===== config.mk =====
export PLATFORM = sky130hd
export DESIGN_NAME = const_block_server
export DESIGN_NICKNAME = d
export VERILOG_FILES = /design/src/rtl/const_block_server.sv
export SDC_FILE = /design/constraint.sdc
export NUM_CORES = 1
export LEC_CHECK = 0
export CAP_MARGIN = 20
export CORE_AREA = 8 8 127 129
export CTS_BUF_LIST = sky130_fd_sc_hd__clkbuf_4 sky130_fd_sc_hd__clkbuf_8
export CTS_CLUSTER_SIZE = 14
export DETAILED_ROUTE_END_ITERATION = 7
export DIE_AREA = 0 0 135 137
export PLACE_DENSITY = 0.89
export REMOVE_ABC_BUFFERS = 1
export SKIP_LAST_GASP = 1
export SLEW_MARGIN = 20
export SYNTH_ARGS = -nofsm -noshare
export SYNTH_HDL_FRONTEND = slang
export SYNTH_SLANG_ARGS = --single-unit

===== constraint.sdc =====
create_clock -name clk_in -period 15.2 [get_ports clk_in]
set_input_delay 2.28 -clock clk_in [delete_from_list [all_inputs] [get_ports clk_in]]
set_output_delay 2.28 -clock clk_in [all_outputs]
set_load 0.005 [all_outputs]

===== src/rtl/const_block_server.sv =====
// Streams the n_squared / k constant blocks from one shared single-port BRAM
// to several valid/ready consumers, issuing at most one read per cycle.
module const_block_server #(
  parameter int REGISTER_SIZE = 32,
  parameter int NUM_BLOCKS    = 128,
  parameter int NUM_STREAMS   = 4,
  parameter int READ_LATENCY  = 2
) (
  input  logic                                 clk_in,
  input  logic                                 rst_in,
  input  logic [NUM_STREAMS-1:0]               restart_in,
  input  logic [NUM_STREAMS-1:0]               ready_in,
  output logic [NUM_STREAMS-1:0]               valid_out,
  output logic [NUM_STREAMS-1:0]               last_out,
  output logic [NUM_STREAMS*REGISTER_SIZE-1:0] data_out,
  output logic [$clog2(2*NUM_BLOCKS)-1:0]      bram_addr_out,
  input  logic [REGISTER_SIZE-1:0]             bram_data_in
);

  localparam int IDX_W  = (NUM_BLOCKS > 1) ? $clog2(NUM_BLOCKS) : 1;
  localparam int ADDR_W = $clog2(2*NUM_BLOCKS);
  localparam int SID_W  = (NUM_STREAMS > 1) ? $clog2(NUM_STREAMS) : 1;

  logic [IDX_W-1:0]         r_idx  [NUM_STREAMS];
  logic [REGISTER_SIZE-1:0] r_data [NUM_STREAMS];
  logic [NUM_STREAMS-1:0]   r_vld;
  logic [NUM_STREAMS-1:0]   r_pend;
  logic [NUM_STREAMS-1:0]   r_last;
  logic [SID_W-1:0]         r_ptr;
  logic [ADDR_W-1:0]        r_addr;

  logic [READ_LATENCY-1:0]  r_pvld;
  logic [READ_LATENCY-1:0]  r_plast;
  logic [READ_LATENCY-1:0]  r_pkill;
  logic [SID_W-1:0]         r_pid [READ_LATENCY];

  logic [NUM_STREAMS-1:0]   w_elig;
  logic                     w_grant;
  logic [SID_W-1:0]         w_gid;
  logic [IDX_W-1:0]         w_gidx;
  logic [ADDR_W-1:0]        w_addr;
  logic                     w_ret;
  logic                     w_retKill;
  logic                     w_retLast;
  logic [SID_W-1:0]         w_retId;

  function automatic logic [SID_W-1:0] nextId(input logic [SID_W-1:0] base, input int k);
    return SID_W'((int'(base) + k) % NUM_STREAMS);
  endfunction

  // Round-robin search starting just after the last granted stream.
  always_comb begin
    w_elig  = ~r_vld & ~r_pend & ~restart_in;
    w_grant = 1'b0;
    w_gid   = '0;
    for (int k = 1; k <= NUM_STREAMS; k++) begin
      if (!w_grant && w_elig[nextId(r_ptr, k)]) begin
        w_grant = 1'b1;
        w_gid   = nextId(r_ptr, k);
      end
    end
    if (rst_in) w_grant = 1'b0;
    w_gidx = r_idx[w_gid];
    w_addr = ADDR_W'(w_gid[0] ? NUM_BLOCKS : 0) + ADDR_W'(w_gidx);
  end

  assign w_ret     = r_pvld[READ_LATENCY-1];
  assign w_retKill = r_pkill[READ_LATENCY-1];
  assign w_retLast = r_plast[READ_LATENCY-1];
  assign w_retId   = r_pid[READ_LATENCY-1];

  // In-flight reads; a restart marks every entry of that stream as killed.
  always_ff @(posedge clk_in or posedge rst_in) begin
    if (rst_in) begin
      r_pvld  <= '0;
      r_plast <= '0;
      r_pkill <= '0;
      for (int j = 0; j < READ_LATENCY; j++) r_pid[j] <= '0;
    end else begin
      r_pvld[0]  <= w_grant;
      r_pid[0]   <= w_gid;
      r_plast[0] <= (w_gidx == IDX_W'(NUM_BLOCKS-1));
      r_pkill[0] <= 1'b0;
      for (int j = 1; j < READ_LATENCY; j++) begin
        r_pvld[j]  <= r_pvld[j-1];
        r_pid[j]   <= r_pid[j-1];
        r_plast[j] <= r_plast[j-1];
        r_pkill[j] <= r_pkill[j-1] | restart_in[r_pid[j-1]];
      end
    end
  end

  always_ff @(posedge clk_in or posedge rst_in) begin
    if (rst_in) begin
      r_vld  <= '0;
      r_pend <= '0;
      r_last <= '0;
      r_ptr  <= '0;
      r_addr <= '0;
      for (int s = 0; s < NUM_STREAMS; s++) begin
        r_idx[s]  <= '0;
        r_data[s] <= '0;
      end
    end else begin
      if (w_grant) begin
        r_ptr  <= w_gid;
        r_addr <= w_addr;
      end
      for (int s = 0; s < NUM_STREAMS; s++) begin
        if (w_ret && w_retId == SID_W'(s)) r_pend[s] <= 1'b0;
        else if (w_grant && w_gid == SID_W'(s)) r_pend[s] <= 1'b1;
        // Restart overrides retire and consume; killed data is simply dropped.
        if (restart_in[s]) begin
          r_idx[s]  <= '0;
          r_vld[s]  <= 1'b0;
          r_last[s] <= 1'b0;
        end else begin
          if (w_grant && w_gid == SID_W'(s))
            r_idx[s] <= (r_idx[s] == IDX_W'(NUM_BLOCKS-1)) ? '0 : r_idx[s] + 1'b1;
          if (w_ret && w_retId == SID_W'(s) && !w_retKill) begin
            r_data[s] <= bram_data_in;
            r_vld[s]  <= 1'b1;
            r_last[s] <= w_retLast;
          end else if (ready_in[s] && r_vld[s]) begin
            r_vld[s]  <= 1'b0;
            r_last[s] <= 1'b0;
          end
        end
      end
    end
  end

  always_comb begin
    data_out = '0;
    for (int s = 0; s < NUM_STREAMS; s++)
      data_out[s*REGISTER_SIZE +: REGISTER_SIZE] = r_data[s];
  end

  assign valid_out     = r_vld;
  assign last_out      = r_last;
  assign bram_addr_out = w_grant ? w_addr : r_addr;

endmodule


==> impl.org, run 1 <==
** Critical path
- The worst setup path is captured at an output port.
- On the critical path the largest part of the delay comes from buffers and inverters.
- WP data arrival :: 5570 ps
- Maximum cell stage delay along the critical path :: roughly 700 ps
- CP max stage cell :: clkdlybuf4s50_1
- Walking the worst path, the cells encountered are clkdlybuf4s50_1 > nor3_1 > nor2_1 > o211ai_2 > inv_4 > a21oi_1 > o21ai_0 > o21ai_0 > clkdlybuf4s50_1.
- The number of buffers and inverters on the critical path is 3.
- In this run the worst path has a maximum fanout of 19.
- By startpoint and endpoint, the worst setup path is classified as input pin to output port.
- WP data required :: 12920 ps
- Startpoint class of the critical path :: input pin

** Floorplanning
- Floorplan die area :: 18500 µm²
- In this run the standard cell core region covers 14200 µm².
- Chip Height :: 137 µm
- Starting utilization of the core area :: 0.536
- IO Pins :: 186
- Row count :: 44
- The die is roughly 140 µm wide.

** Yosys
- Of the post-synthesis cell area, the dominant cell type holds 0.615.
- Count of different cell masters after synthesis :: 39
- Yosys printed 0 warnings.
- In this run, synthesis produced a sequential element count of 187.
- Syn Inst Count :: roughly 600
- Mean Syn Cell Area :: 12.8 µm²
- The largest total area in the synthesized netlist belongs to dfrtp_1.
- Part of the Yosys area used for sequential elements :: 0.615
- After synthesis the cells add up to about 7600 µm².
- Dominant cells by area after synthesis :: dfrtp_1 (61%), mux2_2 (19%), nand2_1 (2.9%), a21oi_1 (2.0%), nor2_1 (1.6%)

** Clocking
- Clock latency on the worst-skew pair :: ~460 ps
- Clock Pin Slew Worst Setup and Hold Paths :: around 80 ps
- Once the clock tree was built, the setup fixing pass inserted 0 buffers.
- In this run, post-CTS hold repair placed 0 buffers.
- Number of H-tree levels :: 4
- Total clock sinks :: about 190
- Cell at the root of the clock tree :: clkbuf_8
- Gates resized, CTS repair :: 0
- Number of buffers created by CTS :: 17
- TritonCTS built the clock tree.
- The longest clock path from root to sink contains 2 buffers.

** Drt
- In this run the remaining antenna-violating nets after routing total 0.
- Summing over every cut layer, the via total after detailed routing is approximately 5600.
- After detailed routing, the number of remaining DRC violations is 0.
- Detailed-router iteration count before antenna repair :: 5
- The detailed router finished its first iteration with 376 violations.
- Detailed Route WL :: 20900 µm
- In the final routed layout, each cell accounts on average for roughly 21 µm.
- Via density :: between 5 and 6

** Layout
- Share of post-route cells with drive strength above 1 :: 0.221
- Utilization of the core after routing :: 0.710
- The area growth from synthesis to layout is 32.5%.
- Final nets :: between 800 and 900
- The number of antenna diodes in the final layout is 0.

** Global route
- The first global-routing pass estimated about 33000 µm of wire.
- Across every metal layer, demand over resource in global routing totals 0.231.
- Entering global routing, the biggest net connects 117 pins.
- Summed over all layers, the global routing overflow is 0.
- Antenna violations before repair :: 0
- Number of global-route vias before repair :: around 6000

** Status
- The flow ran to the end, and the final reports show no timing, DRC or antenna violations.

** Placed design
- The congestion estimate from routability-driven global placement came to 0.914.
- During placement, the flow inserted port buffers numbering 185.
- Half-perimeter wire length after placement :: 15000 µm

** Timing
- Fin Setup TNS :: 0 ps
- Final setup vio count :: 0
- Slew HR :: 0.254
- For the pin with the worst max-slew slack, the measured transition is 1120 ps.
- Unrepaired setup endpoints after global routing :: false
- Static timing analysis puts the maximum clock frequency at 127 MHz.
- The number of hold violations in the final report was 0.
- Counting I/O delays and the setup requirement, the final critical path takes 7850 ps.
- For the final database, setup skew stands at 20.2 ps.
- Of the available clock period, the critical path in the final layout requires 0.517.
- Pins over their slew limit :: 0

** Power
- The worst-case IR drop observed on VDD is 0.136 mV.
- Total power draw :: 0.00193 W
- Static Leakage :: 4.22 nW
- Areal power density over the cells :: between 150 and 200 nW/µm²

** Min path
- Worst hold-check path type :: flip-flop to flip-flop

** Flow run
- Maxcap violations :: 0
==> power breakdown <==
part,internal (W),switching [W]
clock network,0.000158,0.000168
registers,0.000692,0.000123
logic,0.000483,0.000302
total,0.00133,0.000593
==> layout make-up <==
type / instances / area (µm²)
clock inverter: 9 / 114
inverter: 7 / 36.3
fill: 925 / 4120
multi-input combinational: 375 / 2830
tap: 184 / 230
clock buffer: 21 / 277
sequential: 187 / 4680
timing repair buffer: 188 / 1910
==> cell usage in the layout, fill, tap and decap left out, types with 3 or more instances in the layout <==
cell,instances
nand3_1,20
mux2_2,128
nand2b_1,6
a21o_1,4
and3_1,4
or2_2,3
dfrtp_1,187
nor2_4,4
clkbuf_8,19
inv_6,3
nor3b_1,3
or3_1,9
nor2b_1,4
nor3_1,9
inv_1,5
nand2_1,58
nand4_1,5
nor2_1,29
o21ai_0,21
clkdlybuf4s50_1,185
a32o_1,6
xor2_1,9
ha_1,4
a21oi_1,30
==> path summary, 6_finish.rpt <==
kind / from / end / slack, ps / cells after the start
setup / recovery: restart_in[0] / bram_addr_out[6] / 7350 / 9
hold / removal: r_plast[0]$_DFF_PP0_ / r_plast[1]$_DFF_PP0_ / 350 / 0
setup reg to reg: valid_out[3]$_DFFE_PP0P_ / r_plast[0]$_DFF_PP0_ / 12010 / 8
hold reg to reg: r_plast[0]$_DFF_PP0_ / r_plast[1]$_DFF_PP0_ / 350 / 0
max in group asynchronous: rst_in / r_plast[0]$_DFF_PP0_ / 11340 / 3
min in group asynchronous: rst_in / r_addr[7]$_DFF_PP0_ / 2470 / 2
==> registers in the layout (all words and copies together), names as in the netlist, 4 cells and up <==
name and flops:
r_idx 28, r_addr 8, r_pend 4, valid_out 4
data_out 128, last_out 4
==> Yosys cell counts <==
cell type / number
o22a_1: 2
inv_4: 1
xor2_1: 9
buf_1: 1
nor2_1: 33
a22o_1: 2
clkbuf_2: 1
o31ai_1: 1
nor2b_1: 4
and2_1: 2
buf_2: 3
nor4b_2: 1
mux2_2: 128
mux4_2: 1
nand2b_1: 6
nand3_1: 20
or2_2: 3
o22ai_1: 2
nand2_1: 58
nor4_1: 1
o211ai_2: 1
ha_1: 4
clkbuf_1: 21
a21oi_1: 30
nand4_1: 5
a21o_1: 4
inv_1: 6
nor3b_1: 3
a221o_1: 1
or3_1: 9
o21bai_1: 1
nor4b_1: 2
and3_1: 4
dfrtp_1: 187
o21ai_0: 21
nor3_1: 9
or3_4: 1
o32a_1: 1
a32o_1: 6
==> per-layer routing <==
layer,track usage,share of wire,vias up
li1,-,-,2447
met1,0.255,0.37,2790
met2,0.387,0.50,281
met3,0.110,0.11,38
met4,0.0753,0.019,0
met5,0,0,-
==> logic make-up (layout without fill, tap and decap cells) <==
logic type,after synthesis,in the layout,synth area share
DFF,187,187,0.615
and+or+nand+nor,161,161,0.101
muxes,129,129,0.192
AOI/OAI and AO/OA,72,72,0.0579
buffers and inverters,33,225,0.0173
xor gates and xnor gates,9,9,0.0104
adders and majority gates,4,4,0.00658
==> metrics by stage <==
stage                     area (µm²)  instances  setup WS (ps)  hold slack (ps)
after floorplan                 7510        569           7830              331
after global placement          9630        939           7600              335
after detailed placement        9630        939           7410              336
after CTS                      10000        969           7390              364
after global routing           10100        971           7100              367
final                          10100        971           7350              355
Note: power is estimated with default switching activity, not from simulation.
==> run 2, diff against run 1 <==
Settings changed: CORE_AREA 8 8 127 129 to 8 8 132 134, DIE_AREA 0 0 135 137 to 0 0 140 142, PLACE_DENSITY 0.89 to 0.84.
Clock period 15.2 ns to 8.1 ns, I/O delays scaled along.
==> impl.org, run 2 (synthesis results as in run 1) <==
** Layout
- The area growth from synthesis to layout is 33.2%.
- The number of nets at the end of the flow is 822 (unchanged).
- Antenna cell count :: 0 (unchanged)
- The top cell types in the final layout, fill and taps aside, are dfrtp_1 (187), clkdlybuf4s50_1 (185), mux2_2 (128).
- The final instance count without filler cells is 981 (+1.0%).
- Share of post-route cells with drive strength above 1 :: 0.223 (+0.00197)
- The fill cell total of the finished layout was 1107 (+20%).
- The flip-flop count of the largest register, all copies and words added is 128 (unchanged).
- The cell area after layout is 10100 µm² (+0.57%).
- Most common library cell in the layout ignoring fill and taps :: dfrtp_1

** Drt
- The antenna violation net count after detailed routing is 0 (unchanged).
- The iteration count of the initial detailed-routing pass came to 4 (-1).
- The total number of vias came to 5369 (-3.4%).
- The violation count after the first detailed-routing iteration came to 307 (-18%).
- The post-detailed-route wirelength per cell was 21.4 µm (-0.56%).
- The wire length after detailed routing was 21000 µm (+0.47%).
- The remaining design rule violation count was 0 (unchanged).
- Via density :: 5.47 (-4.4%)

** Global route
- The first-pass GRT wire length came to 33500 µm (+1.6%).
- The pin count of the biggest net entering global routing is 98 (-16%).
- Antenna violations before repair :: 1 (+1)
- Grt total ovfl :: 0 (unchanged)
- The global-route total usage across every layer came to 0.217 (-0.0142).
- Number of global-route vias before repair :: 6035 (-0.017%)

** Clocking
- The clock insertion delay at the later pin of the skew report was 460 ps (about the same).
- The H-tree depth reported by CTS came to 4 (unchanged).
- Number of buffers on the longest clock path :: 2 (unchanged)
- Total clock sinks :: 187 (unchanged)
- CTS tree :: yes
- CTS placed an instance of clkbuf_8 at the clock tree root.
- Clock Pin Slew Worst Setup and Hold Paths :: 90 ps (about the same)
- Post-CTS Setup Repair Bufs :: 0 (unchanged)
- Quantity of hold-fixing buffers added after cts :: 0 (unchanged)
- The number of cells upsized or downsized after cts is 0 (unchanged).
- The TritonCTS buffer count was 17 (unchanged).

** Critical path
- Gate family responsible for the most delay along the worst path :: compound AO/OA/AOI/OAI gates
- The required time of the worst setup path is 6880 ps (-6040 ps).
- Critical path start-end classification :: input pin to output port
- The largest driver fanout on the critical path is 22 (+3).
- Combined buffer and inverter count along the critical path :: 2 (-1)
- Maximum cell stage delay along the critical path :: 700 ps (-20 ps)
- The arrival time reported for the critical path endpoint is 4400 ps (-1170 ps).
- Type of element capturing the critical path :: output port
- Among the stages of the critical path, the cell type that occurs most often is clkdlybuf4s50_1.
- The signal on the critical path passes through clkdlybuf4s50_1 > or3_4 > o22ai_1 > a221o_1 > a21oi_1 > a32o_1 > o21ai_0 > clkdlybuf4s50_1.
- Startpoint class of the critical path :: input pin
- The slowest stage of the critical path is the clkdlybuf4s50_1 cell.

** Timing
- Setup repair after global routing left no endpoint under its margin.
- Slew HR :: 0.278 (+0.0244)
- The pin slew with the least headroom to its limit is 1080 ps (-36.5 ps).
- Final period util :: 0.694
- Count of endpoints failing hold in the final timing report :: 0 (unchanged)
- For this run, the top clock speed supported by timing is 178 MHz.
- The final setup skew came to 13.5 ps (-6.66 ps).
- The worst path in the final design needs a cycle of ~5600 ps, including I/O delays and setup.
- Pins over their slew limit :: 0 (unchanged)
- The number of endpoints failing setup at the final stage came to 0 (unchanged).
- Fin Setup TNS :: 0 ps (unchanged)

** Floorplanning
- The placement row count is 46 (+4.5%).
- The floorplan die width came to 140 µm (+3.7%).
- Floorplan die area :: 19900 µm² (+7.5%)
- IO Pins :: 186 (unchanged)
- The effective utilization at floorplan was 0.493 (-0.0424).
- Core outline area :: 15400 µm² (+8.6%)
- The vertical die dimension is 142 µm (+3.6%).

** Flow run
- The number of violations of the max-capacitance limit was 0 (unchanged).

** Status
- Result of the run :: completed

** Placed design
- The final weighted congestion in routability-driven placement was 0.889 (-2.8%).
- Half-perimeter wire length after placement :: 14900 µm (-0.32%)
- The total of buffers placed on input and output ports is 185 (unchanged).
- Placed Cells :: 947 (+0.85%)
- Placed cell area :: 9640 µm² (+0.10%)

** Power
- The worst voltage drop across the vdd grid came to 0.208 mV (+53%).
- The static leakage came to 4.24 nW (+0.38%).
- The power density over the cells is 362 nW/µm² (+89%).

** Min path
- Worst hold-check path type :: flip-flop to flip-flop
-- run 2: cell count changes in the layout (fill, tap and decap cells not counted), sizes merged --
cell / previous run / this run
clkinvlp: 0 / 1
bufinv: 2 / 3
-- run 2: path summary, 6_finish.rpt --
| check | startpoint | end | slack [ps] | cells past startpoint |
|---|---|---|---|---|
| worst max-delay path | restart_in[1] | bram_addr_out[2] | 2480 | 8 |
| worst min-delay path | r_pvld[0]$_DFF_PP0_ | r_pvld[1]$_DFF_PP0_ | 360 | 0 |
| worst max register to register | valid_out[3]$_DFFE_PP0P_ | r_plast[0]$_DFF_PP0_ | 5050 | 8 |
| worst min register to register | r_pvld[0]$_DFF_PP0_ | r_pvld[1]$_DFF_PP0_ | 360 | 0 |
| max in group asynchronous | rst_in | data_out[6]$_DFFE_PP0P_ | 5410 | 3 |
| min in group asynchronous | rst_in | r_pid[3]$_DFF_PP0_ | 1380 | 2 |
-- run 2: where the power goes --
part           total [W]  internal (W)  leakage [nW]  switching, W
Combinational    0.00147      0.000905          1.66      0.000560
Sequential       0.00153       0.00130          2.36      0.000228
Clock           0.000677      0.000343         0.223      0.000335
Total            0.00367       0.00255          4.24       0.00112
-- run 2: layer usage --
layer | GRT usage | up-vias | wire, µm
li1 | - | 2444 | -
met1 | 0.235 | 2716 | 7960
met2 | 0.368 | 179 | 10400
met3 | 0.107 | 28 | 2270
met4 | 0.0691 | 2 | 338
met5 | 0 | - | 13
-- run 2: final cells by class --
cell class | instances | area (µm²) | area share
tap | 192 | 240 | 0.0237
clock inverter | 11 | 155 | 0.0153
multi-input combinational | 375 | 2830 | 0.279
inverter | 7 | 33.8 | 0.00333
timing repair buffer | 188 | 1910 | 0.188
sequential | 187 | 4680 | 0.462
clock buffer | 21 | 289 | 0.0285
-- run 2: metrics by stage --
step	total power [W]	util	hold slack [ps]	setup slack [ps]
after detailed placement	0.00300	0.625	336	2510
after CTS	0.00370	0.654	357	2510
final	0.00367	0.657	356	2480
after global routing	0.00387	0.657	365	2200
after global placement	0.00293	0.625	333	2560
after floorplan	0.00206	-	331	1800
==> run 3, diff against run 2 <==
Clock period 8.1 ns to 5.6 ns, I/O delays scaled along.
==> impl.org, run 3 (synthesis results as in run 1) <==
** Status
- Result of the run :: completed

** Drt
- Detailed Route WL :: 21100 µm (+0.71%)
- The number of vias per cell came to 5.54 (+1.1%).
- Count of antenna-violating nets left after detailed routing :: 0 (unchanged)
- The violation count after the first detailed-routing iteration was 290 (-5.5%).
- DRC violations left :: 0 (unchanged)
- Detailed-router iteration count before antenna repair :: 6 (+2)
- Via count of the routed design :: 5452 (+1.5%)
- WL/cell :: 21.4 µm (+0.30%)

** Floorplanning
- Chip Height :: 142 µm (unchanged)
- Starting utilization of the core area :: 0.493 (unchanged)
- The floorplan die width is 140 µm (unchanged).
- The total die area was 19900 µm² (unchanged).
- Core outline area :: 15400 µm² (unchanged)
- The number of ports placed on the die boundary is 186 (unchanged).
- Row count :: 46 (unchanged)

** Critical path
- WP data required :: 4760 ps (-2120 ps)
- Worst R2R Setup Slack :: 2380 ps (-2670 ps)
- The logic depth of the worst register-to-register path came to 8 (unchanged).
- Peak fanout along the critical path :: 19 (-14%)
- Critical path start-end classification :: input pin to output port
- Type of element capturing the critical path :: output port
- Tracing the worst setup path back leads to its startpoint at restart_in[3].
- The worst register-to-register path begins at valid_out[3]$_DFFE_PP0P_.
- Capturing element of the worst setup path :: bram_addr_out[4]
- Worst reg2reg endpoint :: r_plast[0]$_DFF_PP0_
- WP data arrival :: 4110 ps (-290 ps)
- Startpoint class of the critical path :: input pin

** Placed design
- The total of buffers placed on input and output ports came to 185 (unchanged).
- The final weighted congestion in routability-driven placement was 0.859 (-3.4%).
- The detailed placer's ending HPWL was 15000 µm (+0.56%).

** Timing
- Count of endpoints failing hold in the final timing report :: 0 (unchanged)
- Unrepaired setup endpoints after global routing :: false
- Pins over their slew limit :: 0 (unchanged)
- Largest clock skew in the final design :: 13.8 ps (+0.299 ps)
- In the finished design, the share of the clock period the worst path needs comes to 0.884.
- Fin Setup TNS :: 0 ps (unchanged)
- The pin slew with the least headroom to its limit was 1040 ps (-39.1 ps).
- Final setup vio count :: 0 (unchanged)
- The tightest slew margin relative to the limit was 0.304 (+0.0262).
- Based on the critical path, the design can be clocked at up to 202 MHz.
- Counting I/O delays and the setup requirement, the final critical path takes around 5000 ps.

** Clocking
- The clock insertion delay at the later pin of the skew report came to 460 ps (about the same).
- The TritonCTS sink count was 187 (unchanged).
- Post-CTS Setup Repair Bufs :: 0 (unchanged)
- The tree is rooted in a clkbuf_8.
- Clock Pin Slew Worst Setup and Hold Paths :: 100 ps (about the same)
- Number of buffers on the longest clock path :: 2 (unchanged)
- Quantity of hold-fixing buffers added after cts :: 0 (unchanged)
- CTS tree :: yes
- The number of cells upsized or downsized after cts came to 0 (unchanged).
- The H-tree depth reported by CTS came to 4 (unchanged).
- The TritonCTS buffer count came to 17 (unchanged).

** Layout
- The flip-flop count of the largest register, all copies and words added was 128 (unchanged).
- Share of post-route cells with drive strength above 1 :: 0.227 (+0.00392)
- The antenna diode count is 0 (unchanged).
- The library cell used most frequently in the layout, excluding fill and tap cells, is dfrtp_1.
- Post-synthesis to final-layout area growth :: 33.0%
- The utilization of the core after routing came to 0.656 (-0.000811).
- Final nets :: 826 (+0.49%)
- In the layout the commonest cells are dfrtp_1 (187), clkdlybuf4s50_1 (185), mux2_2 (128).

** Min path
- Worst hold-check path type :: flip-flop to flip-flop
- The startpoint identified for the worst hold timing path is r_pvld[0]$_DFF_PP0_.

** Power
- Switch share :: 0.320 (+0.0134)
- Static Leakage :: 4.23 nW (-0.17%)
- Fraction of power consumed by sequential logic :: 0.422 (+0.006)
- Peak supply drop :: 0.333 mV (+60%)
- Logic pwr share :: 0.406 (+0.007)
- Reported net switching power :: 0.00168 W (+49%)
- Areal power density over the cells :: 518 nW/µm² (+43%)
- Internal power summed over all cells :: 0.00357 W (+40%)
- Clock power frac :: 0.171 (-0.014)

** Global route
- Grt total ovfl :: 0 (unchanged)
- The first-pass GRT wire length came to 32900 µm (-1.8%).
- The number of global-route vias before repair came to 5849 (-3.1%).
- Antenna violations before repair :: 1 (unchanged)
- The global-route total usage across every layer is 0.215 (-0.00223).
- Largest net degree at the start of global routing :: 97 (-1.0%)

** Flow run
- Maxcap violations :: 0 (unchanged)
[run 3: worst max-delay path, cell delays in order]
cell and delay, ps:
clkdlybuf4s50_1 680, nor4b_1 550, o32a_1 230, o211ai_2 320, inv_4 290, nand2_1 90
a32o_1 290, o21ai_0 250, clkdlybuf4s50_1 570
[run 3: worst min path at each step]
stage	endpoint	slack [ps]	depth (start not counted)
after floorplan	r_plast[1]$_DFF_PP0_	330	0
after global placement	r_pvld[1]$_DFF_PP0_	330	0
after detailed placement	r_pvld[1]$_DFF_PP0_	340	0
after CTS	r_pvld[1]$_DFF_PP0_	360	0
after global routing	r_plast[1]$_DFF_PP0_	370	0
final	r_pvld[1]$_DFF_PP0_	360	0
[run 3: per-layer routing]
metal  vias to the layer above  GRT usage  wire length (µm)
met5                         -          0                13
met4                         2     0.0754               441
met3                        35      0.115              2550
met2                       232      0.356             10300
met1                      2716      0.230              7790
li1                       2467          -                 -
[run 3: per-stage QoR]
stage	cell area (µm²)	cells	setup WS (ps)	hold WS, ps	total power, W
2_1_floorplan	7510	569	-325	331	0.00297
3_3_place_gp	9660	950	889	333	0.00424
3_5_place_dp	9680	951	715	337	0.00434
4_1_cts	10100	983	695	359	0.00528
5_1_grt	10100	985	414	366	0.00553
6_report	10100	985	649	355	0.00524
[run 3: power groups by stage]
| stage | Clock (W) | Combinational [W] | Sequential [W] |
|---|---|---|---|
| after global routing | 0.000970 | 0.00229 | 0.00227 |
| after CTS | 0.000921 | 0.00215 | 0.00221 |
| final | 0.000899 | 0.00213 | 0.00221 |
| after global placement | 0 | 0.00206 | 0.00218 |
| after detailed placement | 0 | 0.00212 | 0.00222 |
| after floorplan | 0 | 0.000775 | 0.00220 |
[run 3: final cells by class]
| cell class | count | area [µm²] |
|---|---|---|
| inverter | 7 | 33.8 |
| sequential | 187 | 4680 |
| fill | 1086 | 5300 |
| timing repair buffer | 192 | 1940 |
| multi-input combinational | 375 | 2830 |
| clock buffer | 18 | 241 |
| clock inverter | 14 | 159 |
| tap | 192 | 240 |
